`src/rtl/radix_2_ctrl.sv`:
```
// radix_2_ctrl: sequencing controller for an in-place iterative N-point
// NTT/INTT (N = 1 << n_log) wrapped around a combinational radix-2 butterfly.
// Each stage it reads one butterfly pair per cycle and presents the matching
// twiddle index. It then registers the butterfly results and writes them
// back to the same pair two cycles after the read.
//
// Ports
//   clk, rst_n             clock, asynchronous active-low reset
//   start, mode            launch a transform (sampled in IDLE); 0 = NTT, 1 = INTT
//   busy, done, stage      status: RUN/DRAIN, one-cycle completion pulse, stage index
//   bf_select              latched mode, drives the butterfly select input
//   rd_en, rd_addr_1/2     pair read strobe and addresses (memory has 1-cycle latency)
//   tw_idx                 twiddle ROM index aligned with rd_addr
//   bf_out_1/2             butterfly results, valid the cycle after rd_en
//   wr_en, wr_addr_1/2     write strobe and addresses (read addresses delayed 2 cycles)
//   wr_data_1/2            registered butterfly results
//
// state    | meaning
// st_idle  | waiting for start
// st_run   | issuing one pair read per cycle, p = 0 .. N/2-1
// st_drain | two read-free cycles so the stage's last writes land
// st_done  | one-cycle done pulse
module radix_2_ctrl #(
  parameter int width = 32,
  parameter int n_log = 8
) (
  input  logic               clk,
  input  logic               rst_n,
  input  logic               start,
  input  logic               mode,
  output logic               busy,
  output logic               done,
  output logic [n_log-1:0]   stage,
  output logic               bf_select,
  output logic               rd_en,
  output logic [n_log-1:0]   rd_addr_1,
  output logic [n_log-1:0]   rd_addr_2,
  output logic [n_log-1:0]   tw_idx,
  input  logic [width-1:0]   bf_out_1,
  input  logic [width-1:0]   bf_out_2,
  output logic               wr_en,
  output logic [n_log-1:0]   wr_addr_1,
  output logic [n_log-1:0]   wr_addr_2,
  output logic [width-1:0]   wr_data_1,
  output logic [width-1:0]   wr_data_2
);

  typedef enum logic [1:0] {st_idle, st_run, st_drain, st_done} state_t;

  localparam logic [n_log-1:0] one    = n_log'(1);
  localparam logic [n_log-1:0] last_s = n_log'(n_log - 1);
  localparam logic [n_log-1:0] p_last = n_log'((1 << (n_log - 1)) - 1);

  state_t            state, state_nxt;
  logic [n_log-1:0]  s, p;
  logic              mode_q;
  logic              drain_cnt;

  logic [n_log-1:0]  sh, len, j, g, idx1, tw;

  logic              v1;
  logic [n_log-1:0]  a1_1, a1_2;

  always_comb begin
    state_nxt = state;
    case (state)
      st_idle:  if (start) state_nxt = st_run;
      st_run:   if (p == p_last) state_nxt = st_drain;
      st_drain: if (drain_cnt == 1'b0) state_nxt = (s == last_s) ? st_done : st_run;
      st_done:  state_nxt = st_idle;
      default:  state_nxt = st_idle;
    endcase
  end

  always_ff @(posedge clk or negedge rst_n) begin
    if (!rst_n) begin
      state     <= st_idle;
      s         <= '0;
      p         <= '0;
      mode_q    <= 1'b0;
      drain_cnt <= 1'b0;
    end else begin
      state <= state_nxt;
      case (state)
        st_idle: begin
          if (start) begin
            mode_q <= mode;
            s      <= '0;
            p      <= '0;
          end
        end
        st_run: begin
          if (p == p_last) begin
            p         <= '0;
            drain_cnt <= 1'b1;
          end else begin
            p <= p + one;
          end
        end
        st_drain: begin
          if (drain_cnt != 1'b0) drain_cnt <= drain_cnt - 1'b1;
          else if (s != last_s) s <= s + one;
        end
        default: ;
      endcase
    end
  end

  // NTT and INTT share one addressing form; only the half-span exponent sh
  // differs (n_log-1-s for NTT, s for INTT). The twiddle base is then
  // 1 << (n_log-1-sh) in both cases, which keeps tw_idx non-zero.
  always_comb begin
    sh   = mode_q ? s : (last_s - s);
    len  = one << sh;
    j    = p & (len - one);
    g    = p >> sh;
    idx1 = (g << (sh + one)) | j;
    tw   = (one << (last_s - sh)) + g;
  end

  assign rd_en     = (state == st_run);
  assign busy      = (state == st_run) || (state == st_drain);
  assign done      = (state == st_done);
  assign stage     = s;
  assign bf_select = mode_q;
  assign rd_addr_1 = rd_en ? idx1 : '0;
  assign rd_addr_2 = rd_en ? (idx1 + len) : '0;
  assign tw_idx    = rd_en ? tw : '0;

  // Two-deep write pipeline: stage 1 covers the memory read latency, stage 2
  // captures the butterfly result alongside its addresses.
  always_ff @(posedge clk or negedge rst_n) begin
    if (!rst_n) begin
      v1        <= 1'b0;
      a1_1      <= '0;
      a1_2      <= '0;
      wr_en     <= 1'b0;
      wr_addr_1 <= '0;
      wr_addr_2 <= '0;
      wr_data_1 <= '0;
      wr_data_2 <= '0;
    end else begin
      v1        <= rd_en;
      a1_1      <= rd_addr_1;
      a1_2      <= rd_addr_2;
      wr_en     <= v1;
      wr_addr_1 <= a1_1;
      wr_addr_2 <= a1_2;
      if (v1) begin
        wr_data_1 <= bf_out_1;
        wr_data_2 <= bf_out_2;
      end
    end
  end

endmodule

```
`config.mk`:
```
export PLATFORM = sky130hd
export DESIGN_NAME = radix_2_ctrl
export DESIGN_NICKNAME = d
export VERILOG_FILES = /design/src/rtl/radix_2_ctrl.sv
export SDC_FILE = /design/constraint.sdc
export NUM_CORES = 1
export LEC_CHECK = 0
export CAP_MARGIN = 25
export CORE_UTILIZATION = 53
export DETAILED_ROUTE_END_ITERATION = 8
export PLACE_DENSITY = 0.95
export SLEW_MARGIN = 25
export SYNTH_ARGS = -nofsm -noshare
export SYNTH_HDL_FRONTEND = slang
export SYNTH_SLANG_ARGS = --single-unit
```
`constraint.sdc`:
```
create_clock -name clk -period 14.5 [get_ports clk]
set_input_delay 2.9 -clock clk [delete_from_list [all_inputs] [get_ports clk]]
set_output_delay 2.9 -clock clk [all_outputs]
set_load 0.02 [all_outputs]
```
After elaboration in Yosys (flattened, before gate mapping)
Cells that the tools add are included.
- register bits after elaboration: 118
- input bits: 68
- output and inout bits: 117
- logic and storage cells: 66
- add/sub/neg operators: 9
- eq/ne operators: 10
- shift operators: 4
- muxes and demuxes: 18
- bitwise logic cells: 2
- reduce and logical (&&, ||, !) cells: 10
- operators with widths (kind ; count):
    $mux W8 ; 8
    $pmux W8 S2 ; 2
    $add A8 B1 Y8 const B ; 3
    $add A8 B8 Y8 ; 2
    $shl A1 B8 Y8 const A ; 2
    $sub A3 B8 Y8 const A ; 2
    $and A8 B8 Y8 ; 1
    $eq A8 B3 Y1 const B ; 1
    $eq A8 B7 Y1 const B ; 1
    $mux W2 ; 4
    $ne A8 B3 Y1 const B ; 1
    $or A8 B8 Y8 ; 1
    $pmux W2 S4 ; 1
    $shl A8 B8 Y8 ; 1
    $shr A8 B8 Y8 ; 1
    $sub A8 B1 Y8 const B ; 1
    $ne A2 B2 Y1 const B ; 3
    $reduce_and A2 Y1 ; 3
    $reduce_bool A2 Y1 ; 3
    $eq A2 B2 Y1 const B ; 2
    $reduce_and A4 Y1 ; 1
    $reduce_and A3 Y1 ; 1
    $eq A2 B1 Y1 const B ; 1
    $logic_not A2 Y1 ; 1
    5 further kinds ; 6

Longest topological paths before layout
Gate-level depths: netlist (run 1).
- depth after elaboration: 8
- mapped depth: 22
- gate-level depth less buffers: 20

Least setup slack after synthesis (run 1)
Ideal clock, no wire load.
- path kind: flip-flop to output port
- from: register s[3] (netlist: stage[3])
- to: output rd_addr_2[7]
- data arrival time: 4.638 ns
- data required time: 11.600 ns
- path slack: 6.962 ns
- cell stages (with the launch flop): 20
- path buffers: 2
- cells stage by stage: dfrtp_1 > buf_2 > clkinv_1 > ha_1 > nor3b_1 > o21ai_0 > and4_1 > buf_4 > nand3_1 > or2_2 > ha_1 > o22ai_1 > ha_1 > a21o_1 > a21oi_1 > o21bai_1 > a21oi_1 > o21ai_0 > or2_2 > mux2i_1
- word-level cells in the longest chain between the ends: 8
- elaborated cells on any way between the ends: 11
- those cells by class: 4 x add/sub; 3 x shift; 2 x mux; 2 x bitwise
- ends and longest elaborated chain (item ; line ; source):
    from (decl) ; 55 ; logic [n_log-1:0] s, p;
    from (signal assigned) ; 102 ; else if (s != last_s) s <= s + one;
    $sub A3 B8 Y8 ; 113 ; sh = mode_q ? s : (last_s - s);
    $mux W8 (*) ; 113 ;
    parallel branches: the longest is 4 deep, another holds $add A8 B1 Y8 ; -- ;
    $add A8 B8 Y8 (*) ; 127 ; assign rd_addr_2 = rd_en ? (idx1 + len) : '0;
    $mux W8 (*) ; 127 ;
    to (decl) ; 37 ; output logic [n_log-1:0] rd_addr_2,
Mark *: on every way between the ends.

Worst setup path in the final report (run 1)
Ends and elaborated chain as after synthesis.

==> results.py, run 1 <==
metrics = {
    "routing": {
        "drt_iter0_drc": 766,
        "drt-wirelength-per-cell_microns": 22.71,
        "vias": 6224,
        "vias_per_cell": 6.205,
        "drcViolationCount": 0,
        "wirelength_microns": 22780,
        "ant_nets": 0,
        "drt-pass1-iter-count": 6,
    },
    "clocking": {
        "clock_latency_ns": 0.42,
        "cts_tree": "done",
        "postCtsSetupBuffers": 0,
        "cts_buffers": 17,
        "root_buffer": "clkbuf_16",
        "clk_pin_slew_ns": 0.06,
        "ctsResizeCount": 0,
        "clockBufferDepth": 2,
        "cts_hold_buf": 0,
        "h-tree-depth": 4,
        "cts.sinks": 118,
    },
    "worst_setup_path": {
        "crit_type": "flop to output pin",
        "cp.arrival_ns": 7.03,
        "cpPeakStageDelay_ns": 0.77,
        "slowest_stage": "dfrtp_1",
        "endpoint_kind": "output pin",
        "worstPathRequired_ns": 11.60,
        "cp-start-kind": "flop",
        "r2r_start": "stage[3]$_DFFE_PN0P_",
        "crit_path_start": "stage[3]$_DFFE_PN0P_",
        "crit_top_cell": "ha_1",
        "crit_fanout": 20,
        "crit_chain": "clkinv_1, ha_1, nor3b_1, o21ai_0, and4_1, nand3_1, or2_2, ha_1, inv_1, xnor2_1, nand2_1, nand2_1, ha_1, a21oi_1, o21bai_1, a21oi_1, o21ai_0, or2_2, mux2i_1, clkdlybuf4s50_1",
    },
    "logic_synthesis": {
        "netlist_area_sq_um": 6671,
        "synth_edf_count": 0,
        "synth_nets": 745,
        "synth_area_leaders": "dfrtp_1 44%, mux2_2 11%, ha_1 4.5%",
        "synth_ff_type": "dfrtp_1",
        "synth_area_per_cell_sq_um": 10.25,
        "synth_top_cell_by_area": "dfrtp_1",
        "post-synth-top-count-cell": "dfrtp_1",
        "synth_top_cell_area_share_pct": 44.26,
        "yosysSeqAreaShare_pct": 44.26,
        "ys_ff_latch": 118,
        "synth.distinct_cells": 70,
        "synth-async-reset-ratio_pct": 100.0,
        "synthTopCellsByCount": "118 x dfrtp_1, 66 x mux2_2, 49 x nor2_1",
        "yosys_warnings": 0,
        "syn_inst": 651,
    },
    "pwr": {
        "vdd_ir_drop_max_mv": 0.1624,
        "p_per_area_nw_per_um2": 232.5,
        "total_leakage_power_nw": 3.800,
        "p_total_w": 0.002125,
    },
    "placed_design": {
        "hpwl_microns": 15380,
        "dp_slack_ns": 5.284,
        "place.port_buffers": 184,
        "placed_cell_area_sq_um": 8596,
        "gp_congestion": 0.9957,
    },
    "floorplan": {
        "start_util_pct": 54.86,
        "pin_count": 185,
        "die_w_microns": 114.2,
        "rows": 40,
        "fp.dieH_microns": 114.2,
        "dieArea_sq_um": 13040,
        "core-area_sq_um": 12160,
    },
    "sta": {
        "tns_ns": 0,
        "period_minus_slack_ns": 9.928,
        "whs_ns": 0.3454,
        "setup_viol": 0,
        "report.final.slew_viol_count": 0,
        "fin_ws_ns": 4.572,
        "clock.fmax_mhz": 100.7,
        "period_share_pct": 68.47,
        "finClkSkew_ns": 0.01349,
        "timing.slew.headroom_pct": 32.47,
        "grt_setup_unrepaired": "no",
        "worstMarginPinSlew_ns": 1.013,
        "final_hold_viol_count": 0,
    },
    "layout": {
        "multiInputGateArea_sq_um": 3450,
        "final_area_sq_um": 9141,
        "num_antenna_cells": 0,
        "area_growth_pct": 37.02,
        "drive_above_1_share_pct": 15.45,
        "nFillCells": 769,
        "regArea_sq_um": 2954,
        "nets": 916,
    },
    "worst_hold_path": {
        "hold_class": "flop to flop",
        "min-delay-start": "a1_2[6]$_DFF_PN0_",
    },
    "global_route": {
        "antenna_found_initial": 0,
        "grtUsageTotal_pct": 36.20,
        "grt_pass1_wl_microns": 35120,
        "grt_pass1_vias": 5983,
        "grt_max_degree": 69,
        "grt_overflow_total": 0,
    },
    "status": {
        "run_status": "complete, no violations",
    },
    "run": {
        "drv_cap": 0,
    },
}
## power by group
group	leakage (nW)	internal (W)	switching, W	total (W)
clock	0.268	0.000231	0.000157	0.000388
combinational	2.05	0.000503	0.000672	0.00117
sequential	1.49	0.000458	0.000105	0.000563
total	3.80	0.00119	0.000934	0.00212
## placed cells by master, fill, tap and decap left out, drive strengths merged, types with 5 or more instances in the layout
| cell type | n |
|---|---|
| nand4 | 9 |
| or2 | 6 |
| a22o | 6 |
| nand3 | 15 |
| nor2 | 49 |
| clkdlybuf4s50 | 183 |
| or3 | 9 |
| dfrtp | 118 |
| nand2b | 12 |
| xnor2 | 11 |
| a211oi | 10 |
| nand2 | 40 |
| xor2 | 6 |
| a21oi | 35 |
| and2 | 5 |
| mux2i | 9 |
| nand3b | 5 |
| nor3 | 23 |
| and3 | 6 |
| a21o | 8 |
| clkinv | 10 |
| buf | 7 |
| o22ai | 9 |
| o21ai | 37 |
| nor2b | 11 |
| ha | 24 |
| clkbuf | 20 |
| inv | 25 |
| mux2 | 66 |
## per-stage QoR
stage,util (%),instances
after floorplan,-,651
after global placement,70.68,971
after detailed placement,70.68,971
after CTS,75.16,1003
after global routing,75.16,1003
final,75.16,1003
## cell families (layout without fill, tap and decap cells)
logic type,count (synthesis),after routing,share of synthesized area (%)
compound gates,145,145,14.93
xor+xnor,17,17,2.344
fa+ha+maj,26,26,5.101
buf+inv,64,248,4.032
flops,118,118,44.26
mux,78,78,13.50
simple gates,203,203,15.83
## registers in the layout (all words and copies together) (netlist names)
register,flops
wr_data_1,32
wr_en,1
wr_data_2,32
wr_addr_1,8
drain_cnt,1
stage,8
bf_select,1
p,8
v1,1
state,2
a1_1,8
a1_2,8
wr_addr_2,8
## final timing paths
path / end / slack [ns] / cells past startpoint
min in group asynchronous: wr_data_2[23]$_DFFE_PN0P_ / 2.51 / 1
hold / removal: wr_addr_2[6]$_DFF_PN0_ / 0.35 / 0
setup reg to reg: a1_2[7]$_DFF_PN0_ / 8.46 / 19
setup / recovery: rd_addr_2[7] / 4.57 / 20
max in group asynchronous: v1$_DFF_PN0_ / 10.64 / 2
hold reg to reg: wr_addr_2[6]$_DFF_PN0_ / 0.35 / 0
## metal layers
| layer | share of wire [%] | up-vias | track usage [%] |
|---|---|---|---|
| met5 | 0 | - | 0 |
| met4 | 5.7 | 0 | 20.00 |
| met3 | 11 | 116 | 11.12 |
| met2 | 48 | 433 | 60.40 |
| met1 | 35 | 2976 | 41.55 |
| li1 | - | 2699 | - |
## critical path, delay by kind of cell (launching register included)
kind | cells | cell delay (ns)
flops | 1 | 0.77
fa+ha+maj | 3 | 0.97
buf+inv | 3 | 1.32
compound gates | 5 | 1.12
mux | 1 | 0.25
simple gates | 7 | 2.03
xor+xnor | 1 | 0.13
## cell type report
cell class | count | share of cell area [%]
Clock buffer | 20 | 5.105
Clock inverter | 12 | 0.8623
Inverter | 26 | 1.068
Multi-Input combinational cell | 469 | 37.74
Sequential cell | 118 | 32.32
Tap cell | 168 | 2.299
Timing Repair Buffer | 190 | 20.61
Note: power is estimated with default switching activity, not from simulation.
==> run 2: changes to the inputs <==
CORE_UTILIZATION = 49   (was 53)
PLACE_DENSITY = 0.89   (was 0.95)
clock period = 9.4 ns   (was 14.5 ns; I/O delays follow)
==> run 2 against run 1 <==
Core utilization down 5.6 points. Non-clock buffer count is 1 lower. Routed wire length fell by 8.1%. Largest cell class unchanged. Count of clock-buffer cells in the layout fell by 3. Via count fell by 5.0%. Clock skew about the same. First-iteration DRC count decreased by 33%.
==> results.py, run 2 (synthesis results as in run 1) <==
metrics = {
    "status": {
        "run_status": "complete, no violations",
    },
    "layout": {
        "final_common_cell": "clkdlybuf4s50_1",
        "fin_util_pct": 69.59,
        "instances_no_fill": 1010,
        "nets": 915,
        "top_regs": "wr_data_1 x32, wr_data_2 x32",
        "final_cell_mix": "183 x clkdlybuf4s50_1, 117 x dfrtp_1, 66 x mux2_2",
        "num_antenna_cells": 0,
        "nFillCells": 924,
        "area_growth_pct": 38.13,
        "drive_above_1_share_pct": 15.35,
        "final_area_sq_um": 9215,
    },
    "global_route": {
        "grtUsageTotal_pct": 30.36,
        "grt_pass1_vias": 5765,
        "antenna_found_initial": 0,
        "grt_max_degree": 70,
        "grt_pass1_wl_microns": 32660,
        "grt_overflow_total": 0,
    },
    "sta": {
        "setup_viol": 0,
        "clock.fmax_mhz": 115.5,
        "worstMarginPinSlew_ns": 1.001,
        "timing.slew.headroom_pct": 33.27,
        "tns_ns": 0,
        "report.final.slew_viol_count": 0,
        "finClkSkew_ns": 0.01316,
        "period_share_pct": 92.09,
        "final_hold_viol_count": 0,
        "grt_setup_unrepaired": "no",
        "period_minus_slack_ns": 8.657,
    },
    "worst_setup_path": {
        "crit_type": "flop to output pin",
        "cp.buffers_inverters": 2,
        "crit_top_cell": "ha_1",
        "crit_family": "simple AND/OR/NAND/NOR gates",
        "crit_chain": "clkinv_1, ha_1, nor3b_1, o21ai_0, and4_1, nand3_1, or2_2, ha_1, o22ai_1, ha_1, a21o_1, a21oi_1, o21bai_1, a21oi_1, o21ai_0, or2_2, mux2i_1, clkdlybuf4s50_1",
        "endpoint_kind": "output pin",
        "cp-start-kind": "flop",
        "worstPathRequired_ns": 7.52,
        "slowest_stage": "dfrtp_1",
        "cp.arrival_ns": 6.78,
        "crit_fanout": 20,
        "cpPeakStageDelay_ns": 0.75,
    },
    "clocking": {
        "postCtsSetupBuffers": 0,
        "clockBufferDepth": 2,
        "cts_hold_buf": 0,
        "clk_pin_slew_ns": 0.07,
        "cts_tree": "done",
        "cts_buffers": 17,
        "ctsResizeCount": 0,
        "root_buffer": "clkbuf_16",
        "h-tree-depth": 4,
        "cts.sinks": 118,
        "clock_latency_ns": 0.42,
    },
    "floorplan": {
        "rows": 42,
        "core-area_sq_um": 13240,
        "die_w_microns": 118.7,
        "dieArea_sq_um": 14090,
        "pin_count": 185,
        "start_util_pct": 50.38,
        "fp.dieH_microns": 118.7,
    },
    "routing": {
        "wirelength_microns": 20920,
        "ant_nets": 0,
        "drt_iter0_drc": 516,
        "drt-pass1-iter-count": 6,
        "vias": 5915,
        "drt-wirelength-per-cell_microns": 20.72,
        "drcViolationCount": 0,
        "vias_per_cell": 5.856,
    },
    "placed_design": {
        "hpwl_microns": 14610,
        "place.port_buffers": 184,
        "dp_cells": 978,
        "gp_congestion": 0.9768,
        "placed_cell_area_sq_um": 8598,
    },
    "pwr": {
        "total_leakage_power_nw": 3.825,
        "vdd_ir_drop_max_mv": 0.2036,
        "p_per_area_nw_per_um2": 357.8,
    },
    "run": {
        "drv_cap": 0,
    },
    "worst_hold_path": {
        "hold_class": "flop to flop",
    },
}
run 2: worst register-to-register path, stage by stage (launching register included):
cell and delay, ns:
dfrtp_1 0.75, clkinv_1 0.46, ha_1 0.39, nor3b_1 0.18, o21ai_0 0.27, and4_1 0.59, nand3_1 0.32, or2_2 0.43
ha_1 0.36, o22ai_1 0.20, ha_1 0.29, a21o_1 0.19, a21oi_1 0.22, o21bai_1 0.09, a21oi_1 0.23, o21ai_0 0.21
or2_2 0.31, mux2i_1 0.20
run 2: through the flow:
stage | hold slack, ns | total power, W | setup slack [ns]
after floorplan | 0.3312 | 0.001882 | 2.882
after global placement | 0.3312 | 0.002540 | 1.618
after detailed placement | 0.3355 | 0.002581 | 1.413
after CTS | 0.3463 | 0.003289 | 0.8568
after global routing | 0.3497 | 0.003453 | 0.3600
final | 0.3477 | 0.003297 | 0.7431
run 2: area by class of cell:
| type | count | area, sq um | share of cell area, % |
|---|---|---|---|
| flip-flops and latches | 118 | 2954 | 32.06 |
| multi-input cells | 469 | 3450 | 37.43 |
| repair buffers | 189 | 1877 | 20.37 |
| well taps | 176 | 220.2 | 2.390 |
| clock buffers | 17 | 425.4 | 4.616 |
| clock inverters | 15 | 191.4 | 2.077 |
| inverters | 26 | 97.59 | 1.059 |
run 2: per-layer routing:
layer | wire, microns | track usage (%)
met1 | 8260 | 36.35
met2 | 10260 | 50.69
met3 | 1610 | 8.349
met4 | 797 | 14.00
met5 | 0 | 0
run 2: final timing paths:
path                            cells after the start                        end                  from  slack, ns
worst max-delay path                               18               rd_addr_2[7]  stage[3]$_DFFE_PN0P_       0.74
worst min-delay path                                0     wr_addr_2[2]$_DFF_PN0_     a1_2[2]$_DFF_PN0_       0.35
worst max register to register                     17          a1_2[7]$_DFF_PN0_  stage[3]$_DFFE_PN0P_       3.65
worst min register to register                      0     wr_addr_2[2]$_DFF_PN0_     a1_2[2]$_DFF_PN0_       0.35
max in group asynchronous                           2  wr_data_1[25]$_DFFE_PN0P_                 rst_n       6.66
min in group asynchronous                           1  wr_data_1[22]$_DFFE_PN0P_                 rst_n       1.57
run 2: report_power, final:
group / leakage, nW / switching, W / internal, W
registers: 1.49 / 0.000154 / 0.000706
clock network: 0.297 / 0.000253 / 0.000423
logic: 2.04 / 0.000994 / 0.000767
total: 3.83 / 0.00140 / 0.00190
==> run 3: changes to the inputs <==
CORE_UTILIZATION = 44   (was 49)
PLACE_DENSITY = 0.85   (was 0.89)
clock period = 7.5 ns   (was 9.4 ns; I/O delays follow)
==> run 3 against run 2 <==
The flow now finishes with violations (design-rule violations). Register-to-register slack got worse by 0.79 ns. Clock power increased by 23%. Sequential power increased by 23%. Setup slack got worse by 0.38 ns. Global-route usage decreased by 3.6 points.
==> results.py, run 3 (synthesis results as in run 1) <==
metrics = {
    "status": {
        "run_status": "finished, violations left",
        "violations": "design-rule violations",
    },
    "global_route": {
        "grt_overflow_total": 0,
        "grt_max_degree": 87,
        "grt_pass1_vias": 5853,
        "grtUsageTotal_pct": 26.80,
        "grt_pass1_wl_microns": 32250,
        "antenna_found_initial": 0,
    },
    "layout": {
        "final_cell_mix": "183 x clkdlybuf4s50_1, 116 x dfrtp_1, 66 x mux2_2",
        "top_regs": "wr_data_1 x32, wr_data_2 x32",
        "area_growth_pct": 38.63,
        "drive_above_1_share_pct": 15.75,
        "nets": 919,
        "final_common_cell": "clkdlybuf4s50_1",
        "fin_util_pct": 63.16,
        "final_area_sq_um": 9249,
        "num_antenna_cells": 0,
    },
    "floorplan": {
        "fp.dieH_microns": 125.1,
        "start_util_pct": 45.56,
        "core-area_sq_um": 14640,
        "dieArea_sq_um": 15660,
        "pin_count": 185,
        "die_w_microns": 125.1,
        "rows": 44,
    },
    "sta": {
        "grt_setup_unrepaired": "no",
        "finClkSkew_ns": 0.01548,
        "clock.fmax_mhz": 140.2,
        "setup_viol": 0,
        "period_minus_slack_ns": 7.134,
        "worstMarginPinSlew_ns": 0.9257,
        "final_hold_viol_count": 0,
        "tns_ns": 0,
        "timing.slew.headroom_pct": 38.29,
        "report.final.slew_viol_count": 0,
        "period_share_pct": 95.13,
    },
    "routing": {
        "vias": 5796,
        "vias_per_cell": 5.671,
        "drt-wirelength-per-cell_microns": 19.70,
        "drt_iter0_drc": 534,
        "wirelength_microns": 20130,
        "ant_nets": 0,
        "drcViolationCount": 44,
        "drt-pass1-iter-count": 9,
    },
    "worst_hold_path": {
        "hold_class": "flop to flop",
        "min-delay-start": "a1_1[7]$_DFF_PN0_",
        "hold-path-endpoint": "wr_addr_1[7]$_DFF_PN0_",
        "min_path_cells": 0,
    },
    "worst_setup_path": {
        "crit_fanout": 9,
        "crit_type": "flop to output pin",
        "r2r_start": "stage[3]$_DFFE_PN0P_",
        "worstPathRequired_ns": 6.00,
        "cp.arrival_ns": 5.63,
        "reg2regPathDepth": 17,
        "endpoint_kind": "output pin",
        "ff2ff_setup_slack_ns": 2.86,
        "r2r_end": "a1_2[7]$_DFF_PN0_",
        "cp-start-kind": "flop",
    },
    "pwr": {
        "sequentialPowerShare_pct": 25.8,
        "internal_power_w": 0.002381,
        "clkPwrFrac_pct": 20.4,
        "p_per_area_nw_per_um2": 442.4,
        "swShare_pct": 41.80,
        "vdd_ir_drop_max_mv": 0.1995,
        "comb_power_share_pct": 53.8,
        "total_leakage_power_nw": 3.838,
        "power_switching_w": 0.001710,
    },
    "clocking": {
        "cts_buffers": 17,
        "clock_latency_ns": 0.42,
        "clockBufferDepth": 2,
        "clk_pin_slew_ns": 0.06,
        "cts_tree": "done",
        "cts_hold_buf": 0,
        "root_buffer": "clkbuf_16",
        "cts.sinks": 118,
        "h-tree-depth": 4,
    },
    "placed_design": {
        "placed_cell_area_sq_um": 8642,
        "hpwl_microns": 14520,
        "gp_congestion": 0.9231,
        "place.port_buffers": 184,
    },
    "run": {
        "drv_cap": 0,
    },
}
==> run 3: how the worst max path moves through the flow <==
stage,endpoint,slack [ns],start
global route,rd_addr_2[7],0.04,stage[3]$_DFFE_PN0P_
detailed placement,rd_addr_2[7],0.79,bf_select$_DFFE_PN0P_
CTS,rd_addr_2[7],0.34,bf_select$_DFFE_PN0P_
floorplan,rd_addr_2[7],1.36,stage[3]$_DFFE_PN0P_
global placement,rd_addr_2[7],0.97,bf_select$_DFFE_PN0P_
finish,rd_addr_2[7],0.37,stage[3]$_DFFE_PN0P_
==> run 3: what timing repair did <==
item,CTS,global route
buffers inserted,0,0
resized for setup,0,1
endpoints found under the setup margin,0,1
==> run 3: power groups by stage <==
stage                     sequential [W]  combinational (W)  clock, W
after floorplan                  0.00128            0.00108         0
after global placement           0.00104            0.00217         0
after detailed placement         0.00106            0.00218         0
after CTS                        0.00106            0.00220  0.000846
after global routing             0.00109            0.00234  0.000881
final                            0.00106            0.00220  0.000833
==> run 3: layout make-up <==
class	count	area, sq um
well taps	184	230.2
clock inverters	14	176.4
fillers	1135	5395
inverters	26	97.59
repair buffers	193	1911
flip-flops and latches	118	2955
multi-input cells	469	3450
clock buffers	18	429.2
==> run 3: critical path, stage by stage (launching register included) <==
cell,delay [ns]
dfrtp_1,0.35
clkinv_1,0.23
ha_1,0.35
nor3b_1,0.18
o21ai_0,0.30
and4_1,0.26
nand3_1,0.25
or2_2,0.42
ha_1,0.34
o22ai_1,0.18
ha_1,0.25
a21o_1,0.18
a21oi_1,0.23
o21bai_1,0.09
a21oi_1,0.24
o21ai_0,0.22
or2_2,0.31
mux2i_1,0.17
clkdlybuf4s50_1,0.67
==> run 3: through the flow <==
step	hold slack, ns	setup slack (ns)	std cells	power [W]
after floorplan	0.3312	1.362	651	0.002359
final	0.3425	0.3655	1022	0.004092
after detailed placement	0.3347	0.7919	990	0.003245
after CTS	0.3414	0.3398	1022	0.004105
after global placement	0.3326	0.9668	990	0.003216
after global routing	0.3492	0.03709	1022	0.004317
==> run 3: routing by layer <==
metal | share of wire (%) | track usage, % | vias up
met2 | 49 | 45.58 | 263
li1 | - | - | 2709
met3 | 8.5 | 7.146 | 32
met4 | 2.3 | 9.182 | 0
met5 | 0 | 0 | -
met1 | 41 | 32.92 | 2792
